==> config.mk <==
export PLATFORM = sky130hd
export DESIGN_NAME = mc_fetch_unit
export DESIGN_NICKNAME = d
export VERILOG_FILES = /design/src/rtl/mc_fetch_unit.sv
export SDC_FILE = /design/constraint.sdc
export NUM_CORES = 1
export LEC_CHECK = 0
export CAP_MARGIN = 30
export CORE_MARGIN = 2
export CORE_UTILIZATION = 48
export DETAILED_ROUTE_END_ITERATION = 7
export GPL_TIMING_DRIVEN = 0
export PLACE_DENSITY_LB_ADDON = 0.15
export SLEW_MARGIN = 10
export SYNTH_ARGS = -nofsm -noshare
export SYNTH_HDL_FRONTEND = slang
export SYNTH_SLANG_ARGS = --single-unit
==> constraint.sdc <==
create_clock -name clk -period 2.4 [get_ports clk]
set_clock_uncertainty 0.2 [all_clocks]
set_input_delay 0.48 -clock clk [delete_from_list [all_inputs] [get_ports clk]]
set_output_delay 0.48 -clock clk [all_outputs]
set_load 0.01 [all_outputs]
==> src/rtl/mc_fetch_unit.sv <==
// -----------------------------------------------------------------------------
// mc_fetch_unit
//
// Instruction-fetch engine for the multicycle CPU. Owns the program counter,
// walks BYTES_PER_INSTR consecutive byte addresses over a req/ack handshake to
// a variable-latency byte-wide memory, and assembles the bytes LSB-first into
// one instruction word. The completed word is flagged with a one-cycle
// instr_valid pulse, and the PC advances past the instruction.
//
// Parameters
//   ADDR_WIDTH       width of the PC and memory address
//   BYTES_PER_INSTR  bytes per instruction word (1..8)
//   RESET_PC         PC value after reset
//
// Ports
//   clk          rising-edge clock
//   reset        asynchronous active-low reset
//   fetch_req    start a fetch (sampled only while idle)
//   pc_load      load pc_target into the PC; aborts a fetch in progress
//   pc_target    branch/jump target
//   mem_req      memory read request, held until acknowledged
//   mem_addr     byte address of the current request
//   mem_ack      read data valid this cycle (ignored while mem_req is low)
//   mem_rdata    read byte
//   busy         high while fetching and in the completion cycle
//   instr_valid  one-cycle pulse: instr has just been completed
//   instr        assembled instruction word
//   pc           address of the next instruction
// -----------------------------------------------------------------------------
module mc_fetch_unit #(
  parameter int unsigned             ADDR_WIDTH      = 8,
  parameter int unsigned             BYTES_PER_INSTR = 4,
  parameter logic [ADDR_WIDTH-1:0]   RESET_PC        = '0
) (
  input  logic                         clk,
  input  logic                         reset,
  input  logic                         fetch_req,
  input  logic                         pc_load,
  input  logic [ADDR_WIDTH-1:0]        pc_target,
  output logic                         mem_req,
  output logic [ADDR_WIDTH-1:0]        mem_addr,
  input  logic                         mem_ack,
  input  logic [7:0]                   mem_rdata,
  output logic                         busy,
  output logic                         instr_valid,
  output logic [8*BYTES_PER_INSTR-1:0] instr,
  output logic [ADDR_WIDTH-1:0]        pc
);

  // Byte counter is at least one bit wide so BYTES_PER_INSTR == 1 still works.
  localparam int unsigned CNT_WIDTH   = (BYTES_PER_INSTR > 1) ? $clog2(BYTES_PER_INSTR) : 1;
  localparam int unsigned INSTR_WIDTH = 8 * BYTES_PER_INSTR;

  localparam logic [CNT_WIDTH-1:0]  LAST_CNT     = CNT_WIDTH'(BYTES_PER_INSTR - 1);
  localparam logic [ADDR_WIDTH-1:0] INSTR_STRIDE = ADDR_WIDTH'(BYTES_PER_INSTR);

  localparam logic [1:0] IDLE  = 2'd0;
  localparam logic [1:0] FETCH = 2'd1;
  localparam logic [1:0] DONE  = 2'd2;

  logic [1:0]             state_q, state_d;
  logic [ADDR_WIDTH-1:0]  pc_q, pc_d;
  logic [ADDR_WIDTH-1:0]  base_q, base_d;
  logic [CNT_WIDTH-1:0]   cnt_q, cnt_d;
  logic [INSTR_WIDTH-1:0] instr_q, instr_d;

  // ---------------------------------------------------------------------------
  // Next-state logic
  // ---------------------------------------------------------------------------
  always_comb begin
    state_d = state_q;
    pc_d    = pc_q;
    base_d  = base_q;
    cnt_d   = cnt_q;
    instr_d = instr_q;

    case (state_q)
      IDLE: begin
        // A jump wins over a fetch issued in the same cycle.
        if (pc_load) begin
          pc_d = pc_target;
        end else if (fetch_req) begin
          base_d  = pc_q;
          cnt_d   = '0;
          state_d = FETCH;
        end
      end

      FETCH: begin
        // Abort: an ack arriving together with pc_load is dropped, and bytes
        // already captured are left in place.
        if (pc_load) begin
          pc_d    = pc_target;
          state_d = IDLE;
        end else if (mem_ack) begin
          for (int unsigned k = 0; k < BYTES_PER_INSTR; k++) begin
            if (cnt_q == CNT_WIDTH'(k)) begin
              instr_d[8*k +: 8] = mem_rdata;
            end
          end
          cnt_d = cnt_q + 1'b1;
          if (cnt_q == LAST_CNT) begin
            pc_d    = base_q + INSTR_STRIDE;
            state_d = DONE;
          end
        end
      end

      DONE: begin
        // fetch_req is not looked at here; a new fetch starts only from IDLE.
        if (pc_load) begin
          pc_d = pc_target;
        end
        state_d = IDLE;
      end

      default: begin
        state_d = IDLE;
      end
    endcase
  end

  // ---------------------------------------------------------------------------
  // State registers
  // ---------------------------------------------------------------------------
  always_ff @(posedge clk or negedge reset) begin
    if (!reset) begin
      state_q <= IDLE;
      pc_q    <= RESET_PC;
      base_q  <= RESET_PC;
      cnt_q   <= '0;
      instr_q <= '0;
    end else begin
      state_q <= state_d;
      pc_q    <= pc_d;
      base_q  <= base_d;
      cnt_q   <= cnt_d;
      instr_q <= instr_d;
    end
  end

  // ---------------------------------------------------------------------------
  // Outputs
  // ---------------------------------------------------------------------------
  // Decoded straight from the state register, so an asynchronous reset drops
  // mem_req without waiting for a clock edge.
  assign mem_req     = (state_q == FETCH);
  assign busy        = (state_q == FETCH) || (state_q == DONE);
  assign instr_valid = (state_q == DONE);

  // Address wraps modulo 2^ADDR_WIDTH; stays put across wait states because
  // base and cnt only move on an ack.
  assign mem_addr = base_q + ADDR_WIDTH'(cnt_q);

  assign instr = instr_q;
  assign pc    = pc_q;

endmodule

==> flow_summary_export.csv, run 1 <==
group,metric,value,unit
sta,setup_viol,2,
clock_network,clk_latency,310,ps
logic_synthesis,syn_avg_cell_area,14.0,um^2
logic_synthesis,yosysTopAreaCellShare,49.5,%
logic_synthesis,ys_ff_latch,52,
worst_setup_path,crit_required,1720,ps
detailed_routing,num_vias,1717,
final_layout,multi_input_area,1350,um^2
sta,slew_violations,0,
grt,grt_use_total,19.4,%
grt,antenna_found_initial,0,
grt,grt_max_degree,28,
pwr,vdd_drop_max,0.654,mV
floorplanning,die_w,78.0,um
clock_network,path_clk_slew,100,ps
sta,timing.max_slew.rel_slack,58.9,%
sta,fin_ws,-56.5,ps
sta,fmax,0.407,GHz
floorplanning,dieArea,6090,um^2
worst_setup_path,cp-start-kind,"flop",
logic_synthesis,yosysSeqAreaShare,49.5,%
logic_synthesis,synth.area.top_cells,"dfrtp_1, mux2_4, ha_1, mux2_2, nand2_8",
clock_network,cts_tree,"built",
detailed_routing,dr.first_iter.drc_count,54,
final_layout,nNetsFinal,304,
floorplanning,num_rows,26,
logic_synthesis,synthAdderAreaFrac,5.99,%
sta,min_period_over_period,102,%
final_layout,n_fill_cell,396,
final_layout,regArea,1300,um^2
final_layout,fin_cells,342,
detailed_routing,routed_via_density,5.02,
detailed_routing,antenna_left,0,
final_layout,area_growth,37.5,%
sta,worstMarginPinSlew,617,ps
detailed_routing,drcViolationCount,0,
sta,hold_violations,0,
grt,grt_pass1_wl,9180,um
logic_synthesis,synth-simple-area-share,10.2,%
logic_synthesis,synth_edf_count,0,
logic_synthesis,synth_top_family_by_area,"multiplexers",
placed_design,port_buffers,71,
floorplanning,die_h,78.0,um
worst_setup_path,cp_max_fo,3,
worst_setup_path,critical_path_class,"flop to output port",
run_status,violations,"negative setup slack",
sta,rsz0062_at_grt,"true",
placed_design,globalplace.congestion,0.818,
logic_synthesis,muxShareOfSynthArea,24.0,%
detailed_routing,wl_met1,2510,um
clock_network,clock_path_buffers,2,
placed_design,place_inst,330,
placed_design,dp_hpwl,3950,um
detailed_routing,avgRoutedWirePerCell,16.0,um
floorplanning,core_area,5200,um^2
clock_network,cts_root_buffer,"clkbuf_8",
grt,gr-total-overflow,0,
logic_synthesis,synthMostInstantiatedCell,"dfrtp_1",
logic_synthesis,syn-num-nets,221,
sta,timing.hold.ws,317,ps
pwr,p_leak,1.69,nW
logic_synthesis,synthXorXnorAreaFrac,3.00,%
sta,final.setup.tns,-81.3,ps
sta,min_period,2460,ps
detailed_routing,routed-wl-met3,234,um
final_layout,drive_above_1_share,31.6,%
logic_synthesis,async_flop_share,100,%
pwr,powerDensity,1270,nW/um^2
worst_setup_path,setup.worst_path.end_class,"output port",
detailed_routing,routed_wl,5470,um
logic_synthesis,synthCells,188,
floorplanning,start_util,50.6,%
logic_synthesis,syn_area,2630,um^2
detailed_routing,routed.top_layer,"met4",
clock_network,h-tree-depth,2,
final_layout,n_antenna_cell,0,
clock_network,cts_sinks,52,
logic_synthesis,synth-main-ff-cell,"dfrtp_1",
logic_synthesis,synthTopCellsByCount,"dfrtp_1, mux2_4, nand2_1",
floorplanning,pin_count,72,
min_path,hp-class,"flop to flop",
logic_synthesis,synth_compound_area_share,4.99,%
clock_network,cts-buffers-inserted,5,
logic_synthesis,synth_cell_types,32,
detailed_routing,drtPass1Iterations,4,
flow_run,cap_violations,0,
grt,grt_pass1_vias,1770,
worst_setup_path,cp.arrival,1780,ps
detailed_routing,wl_met2,2680,um
run_status,outcome,"complete, but fails checks",
logic_synthesis,synth_top_cell_by_area,"dfrtp_1",
logic_synthesis,ys.warnings.count,0,
[through the flow]
stage          setup WS (ps)  total power [W]  util [%]  cell area (um^2)
2_1_floorplan            325          0.00287         -              2630
3_3_place_gp            -930          0.00398      65.9              3430
3_5_place_dp            -291          0.00403      66.2              3440
4_1_cts                 -109          0.00461      69.1              3600
5_1_grt                 -107          0.00491      69.5              3620
6_report               -56.5          0.00461      69.5              3620
[critical path, stage by stage (launching register included)]
cell      delay, ps
dfrtp_1         430
ha_4            180
inv_2            40
fa_2            390
nand2b_4        170
xnor2_2         120
buf_2           140
[cell families after synthesis]
family / after synthesis
buffers and inverters: 12
flip-flops: 52
AO/OA/AOI/OAI: 19
XOR/XNOR: 9
multiplexers: 46
AND/OR/NAND/NOR: 38
adder cells (fa/ha/maj): 12
[layout by cell type (no fill, tap or decap), drive strengths merged]
| cell type | count |
|---|---|
| a21oi | 3 |
| a22o | 2 |
| a32o | 1 |
| and3b | 1 |
| buf | 15 |
| clkbuf | 6 |
| clkdlybuf4s50 | 63 |
| clkinv | 1 |
| clkinvlp | 1 |
| dfrtp | 52 |
| dlygate4sd3 | 1 |
| fa | 1 |
| ha | 11 |
| inv | 9 |
| mux2 | 41 |
| mux2i | 5 |
| nand2 | 16 |
| nand2b | 2 |
| nand3 | 2 |
| nand3b | 3 |
| nor2 | 6 |
| nor2b | 1 |
| nor3 | 3 |
| nor3b | 1 |
| nor4bb | 1 |
| o21ai | 9 |
| o22ai | 2 |
| o31ai | 1 |
| o32ai | 1 |
| or3 | 2 |
| xnor2 | 6 |
| xor2 | 3 |
[worst paths after layout]
path / startpoint / to / slack, ps / cells after the start
hold reg to reg: instr[14] / instr[14] / 320 / 1
hold / removal: instr[14] / instr[14] / 320 / 1
setup / recovery: base_q[0] / mem_addr[4] / -60 / 6
setup reg to reg: cnt_q[0] / pc[7] / 310 / 7
max in group asynchronous: reset / base_q[2] / 940 / 3
min in group asynchronous: reset / state_q[0] / 500 / 2
[flip-flops by register name, summed over array words and instances (netlist names)]
register and count:
instr 32, cnt_q 2, base_q 8, state_q 2, pc 8
[routing by layer]
| metal | up-vias | global-route usage [%] |
|---|---|---|
| met1 | 854 | 27.4 |
| met2 | 38 | 30.7 |
| met5 | - | 0 |
| li1 | 820 | - |
| met3 | 5 | 4.71 |
| met4 | 0 | 4.21 |
[report_power, final]
group / switching [W] / leakage, nW / internal, W
logic: 0.000972 / 0.994 / 0.00149
clock network: 0.000316 / 0.0463 / 0.000215
registers: 0.000324 / 0.651 / 0.00129
[area by class of cell]
cell class                      count  share of cell area (%)
Tap cell                           70                    2.42
Clock buffer                        5                    1.90
Timing Repair Buffer               76                    20.0
Multi-Input combinational cell    124                    37.2
Sequential cell                    52                    36.0
Buffer                              4                   0.899
Inverter                            8                   0.830
Clock inverter                      3                   0.761
[what timing repair did]
action | 4_1_cts | 5_1_grt
hold endpoints to repair | 25 | 0
setup endpoints to repair | 9 | 8
hold buffers | 1 | 0
buffers inserted | 3 | 0
pin swaps | 4 | 3
gates resized for setup | 36 | 7
Power figures use the tool's default switching activity.
==> inputs of run 2 (changes only) <==
--- a/config.mk
+++ b/config.mk
@@ -10,6 +10,7 @@
 export CORE_UTILIZATION = 48
 export DETAILED_ROUTE_END_ITERATION = 7
 export GPL_TIMING_DRIVEN = 0
+export MAX_ROUTING_LAYER = met4
 export PLACE_DENSITY_LB_ADDON = 0.15
 export SLEW_MARGIN = 10
 export SYNTH_ARGS = -nofsm -noshare
==> constraint.sdc (replaced) <==
create_clock -name clk -period 2.7 [get_ports clk]
set_clock_uncertainty 0.2 [all_clocks]
set_input_delay 0.54 -clock clk [delete_from_list [all_inputs] [get_ports clk]]
set_output_delay 0.54 -clock clk [all_outputs]
set_load 0.01 [all_outputs]
==> run 2 against run 1 <==
Against the previous run:
- the run now ends clean
- non-clock buffer count is 2 lower
- global-route usage grew 0.29 points
- utilization decreased by 1.3 points
- die area did not move
- cell area shrank 1.9%
- combinational power shrank 14%
- largest cell class is now sequential cells
- largest power group unchanged
==> flow_summary_export.csv, run 2 (same netlist as run 1, synthesis figures left out) <==
group,metric,value,unit
placed_design,globalplace.congestion,0.831,
sta,hold_violations,0,
sta,min_period_over_period,95.0,%
worst_setup_path,setup.worst_path.end_class,"output port",
flow_run,cap_violations,0,
worst_setup_path,critical_path_class,"flop to output port",
worst_setup_path,crit_required,1960,ps
floorplanning,num_rows,26,
final_layout,multi_input_area,1280,um^2
floorplanning,start_util,50.6,%
floorplanning,die_h,78.0,um
sta,setup_viol,0,
final_layout,n_antenna_cell,0,
final_layout,area_growth,34.9,%
grt,antenna_found_initial,0,
detailed_routing,drtPass1Iterations,4,
detailed_routing,avgRoutedWirePerCell,15.9,um
clock_network,cts_tree,"built",
grt,grt_max_degree,28,
final_layout,layout_common_cells,"clkdlybuf4s50_1, dfrtp_1, mux2_4",
pwr,p_leak,1.66,nW
clock_network,clock_path_buffers,2,
pwr,powerDensity,1130,nW/um^2
final_layout,layout_commonest_cell,"clkdlybuf4s50_1",
final_layout,regArea,1300,um^2
detailed_routing,num_vias,1712,
grt,grt_use_total,19.7,%
placed_design,placed_area,3440,um^2
final_layout,fin_area,3550,um^2
clock_network,cts-buffers-inserted,5,
sta,fin_ws,135,ps
worst_setup_path,critPathLaunch,"base_q[0]",
worst_setup_path,cp.arrival,1830,ps
clock_network,h-tree-depth,2,
floorplanning,die_w,78.0,um
detailed_routing,dr.first_iter.drc_count,54,
floorplanning,dieArea,6090,um^2
placed_design,dp_hpwl,3950,um
clock_network,clk_latency,310,ps
worst_setup_path,timing.reg2reg.setup_slack,630,ps
pwr,vdd_drop_max,0.583,mV
sta,slew_violations,0,
worst_setup_path,cp_slowest_stage_delay,390,ps
worst_setup_path,cp-endpoint,"mem_addr[2]",
clock_network,cts_root_buffer,"clkbuf_8",
worst_setup_path,r2r_start,"cnt_q[0]",
worst_setup_path,cp_max_fo,3,
grt,gr-total-overflow,0,
sta,timing.max_slew.rel_slack,58.1,%
floorplanning,core_area,5200,um^2
final_layout,largest_reg_flops,32,
worst_setup_path,r2r-end,"pc[7]",
worst_setup_path,rr_worst_depth,7,
sta,worstMarginPinSlew,629,ps
final_layout,nNetsFinal,302,
worst_setup_path,critPathBufInv,2,
worst_setup_path,path_depth,5,
clock_network,cts_sinks,52,
grt,grt_pass1_wl,9080,um
floorplanning,pin_count,72,
clock_network,path_clk_slew,100,ps
worst_setup_path,cpLargestDelayFamily,"adder cells",
min_path,hp-class,"input pin to async pin",
worst_setup_path,crit_chain,"ha_2 -> inv_1 -> fa_2 -> xnor2_1 -> dlygate4sd2_1",
detailed_routing,drcViolationCount,0,
grt,grt_pass1_vias,1753,
worst_setup_path,cp-start-kind,"flop",
final_layout,n_fill_cell,409,
sta,fmax,0.390,GHz
sta,rsz0062_at_grt,"false",
detailed_routing,routed_wl,5410,um
sta,min_period,2570,ps
placed_design,post-place-ws,-50.9,ps
placed_design,port_buffers,71,
worst_setup_path,crit_slowest_cell,"dfrtp_1",
final_layout,drive_above_1_share,25.9,%
run_status,outcome,"finished, final reports clean",
detailed_routing,routed_via_density,5.04,
detailed_routing,antenna_left,0,
==> run 2: cell types whose count changed in the layout (fill, tap and decap cells not counted), moves of 2 or more <==
cell           previous run  this run
buf_2                     9         3
dlygate4sd2_1             0         5
ha_1                      8        10
ha_4                      2         0
nand2b_1                  0         2
nand2b_4                  2         0
xnor2_1                   4         6
xnor2_2                   2         0
==> run 2: metrics by stage <==
step | utilization, % | total power [W] | hold WS (ps) | cells | TNS [ps]
global route | 68.2 | 0.00428 | 67.3 | 340 | 0
finish | 68.2 | 0.00401 | 22.3 | 340 | 0
detailed placement | 66.2 | 0.00358 | 292 | 330 | -98.9
CTS | 68.3 | 0.00405 | 36.4 | 340 | 0
global placement | 65.9 | 0.00354 | 292 | 329 | -35770
floorplan | - | 0.00255 | 44.4 | 188 | 0
==> run 2: repair_timing <==
| item | in CTS | in global routing |
|---|---|---|
| hold buffers | 0 | 0 |
| gates resized for setup | 10 | 4 |
| setup buffers | 2 | 0 |
| endpoints found under the hold margin | 0 | 0 |
| pin swaps | 0 | 0 |
| endpoints found under the setup margin | 7 | 2 |
==> run 2: layout make-up <==
| type | count | share of cell area [%] |
|---|---|---|
| flip-flops and latches | 52 | 36.7 |
| multi-input cells | 124 | 36.0 |
| repair buffers | 74 | 20.4 |
| well taps | 70 | 2.47 |
| clock buffers | 5 | 1.94 |
| plain buffers | 4 | 0.917 |
| inverters | 8 | 0.846 |
| clock inverters | 3 | 0.776 |
==> run 2: layer usage <==
layer | share of wire [%] | up-vias | GRT usage [%]
met4 | 0.78 | 0 | 4.74
met1 | 47 | 850 | 27.7
met3 | 3.8 | 5 | 3.68
met5 | 0 | - | -
met2 | 49 | 39 | 30.1
li1 | - | 818 | -
==> run 2: worst register-to-register path, cell delays in order (launching register included) <==
cell	delay, ps
dfrtp_1	400
buf_4	160
ha_1	300
nor4bb_4	190
o32ai_2	370
buf_6	240
nand2_1	70
o31ai_1	60
==> run 2: how the worst min path moves through the flow <==
stage                 endpoint  slack (ps)  cells after the start
finish              state_q[0]          20                      1
global route          instr[5]          70                      1
CTS                 state_q[0]          40                      1
detailed placement   instr[26]         290                      1
global placement     instr[24]         290                      1
floorplan            base_q[0]          40                      0
==> run 2: where the power goes <==
part | internal [W] | leakage (nW) | switching [W]
Clock | 0.000191 | 0.0463 | 0.000285
Sequential | 0.00115 | 0.653 | 0.000272
Combinational | 0.00128 | 0.958 | 0.000837
Total | 0.00262 | 1.66 | 0.00139
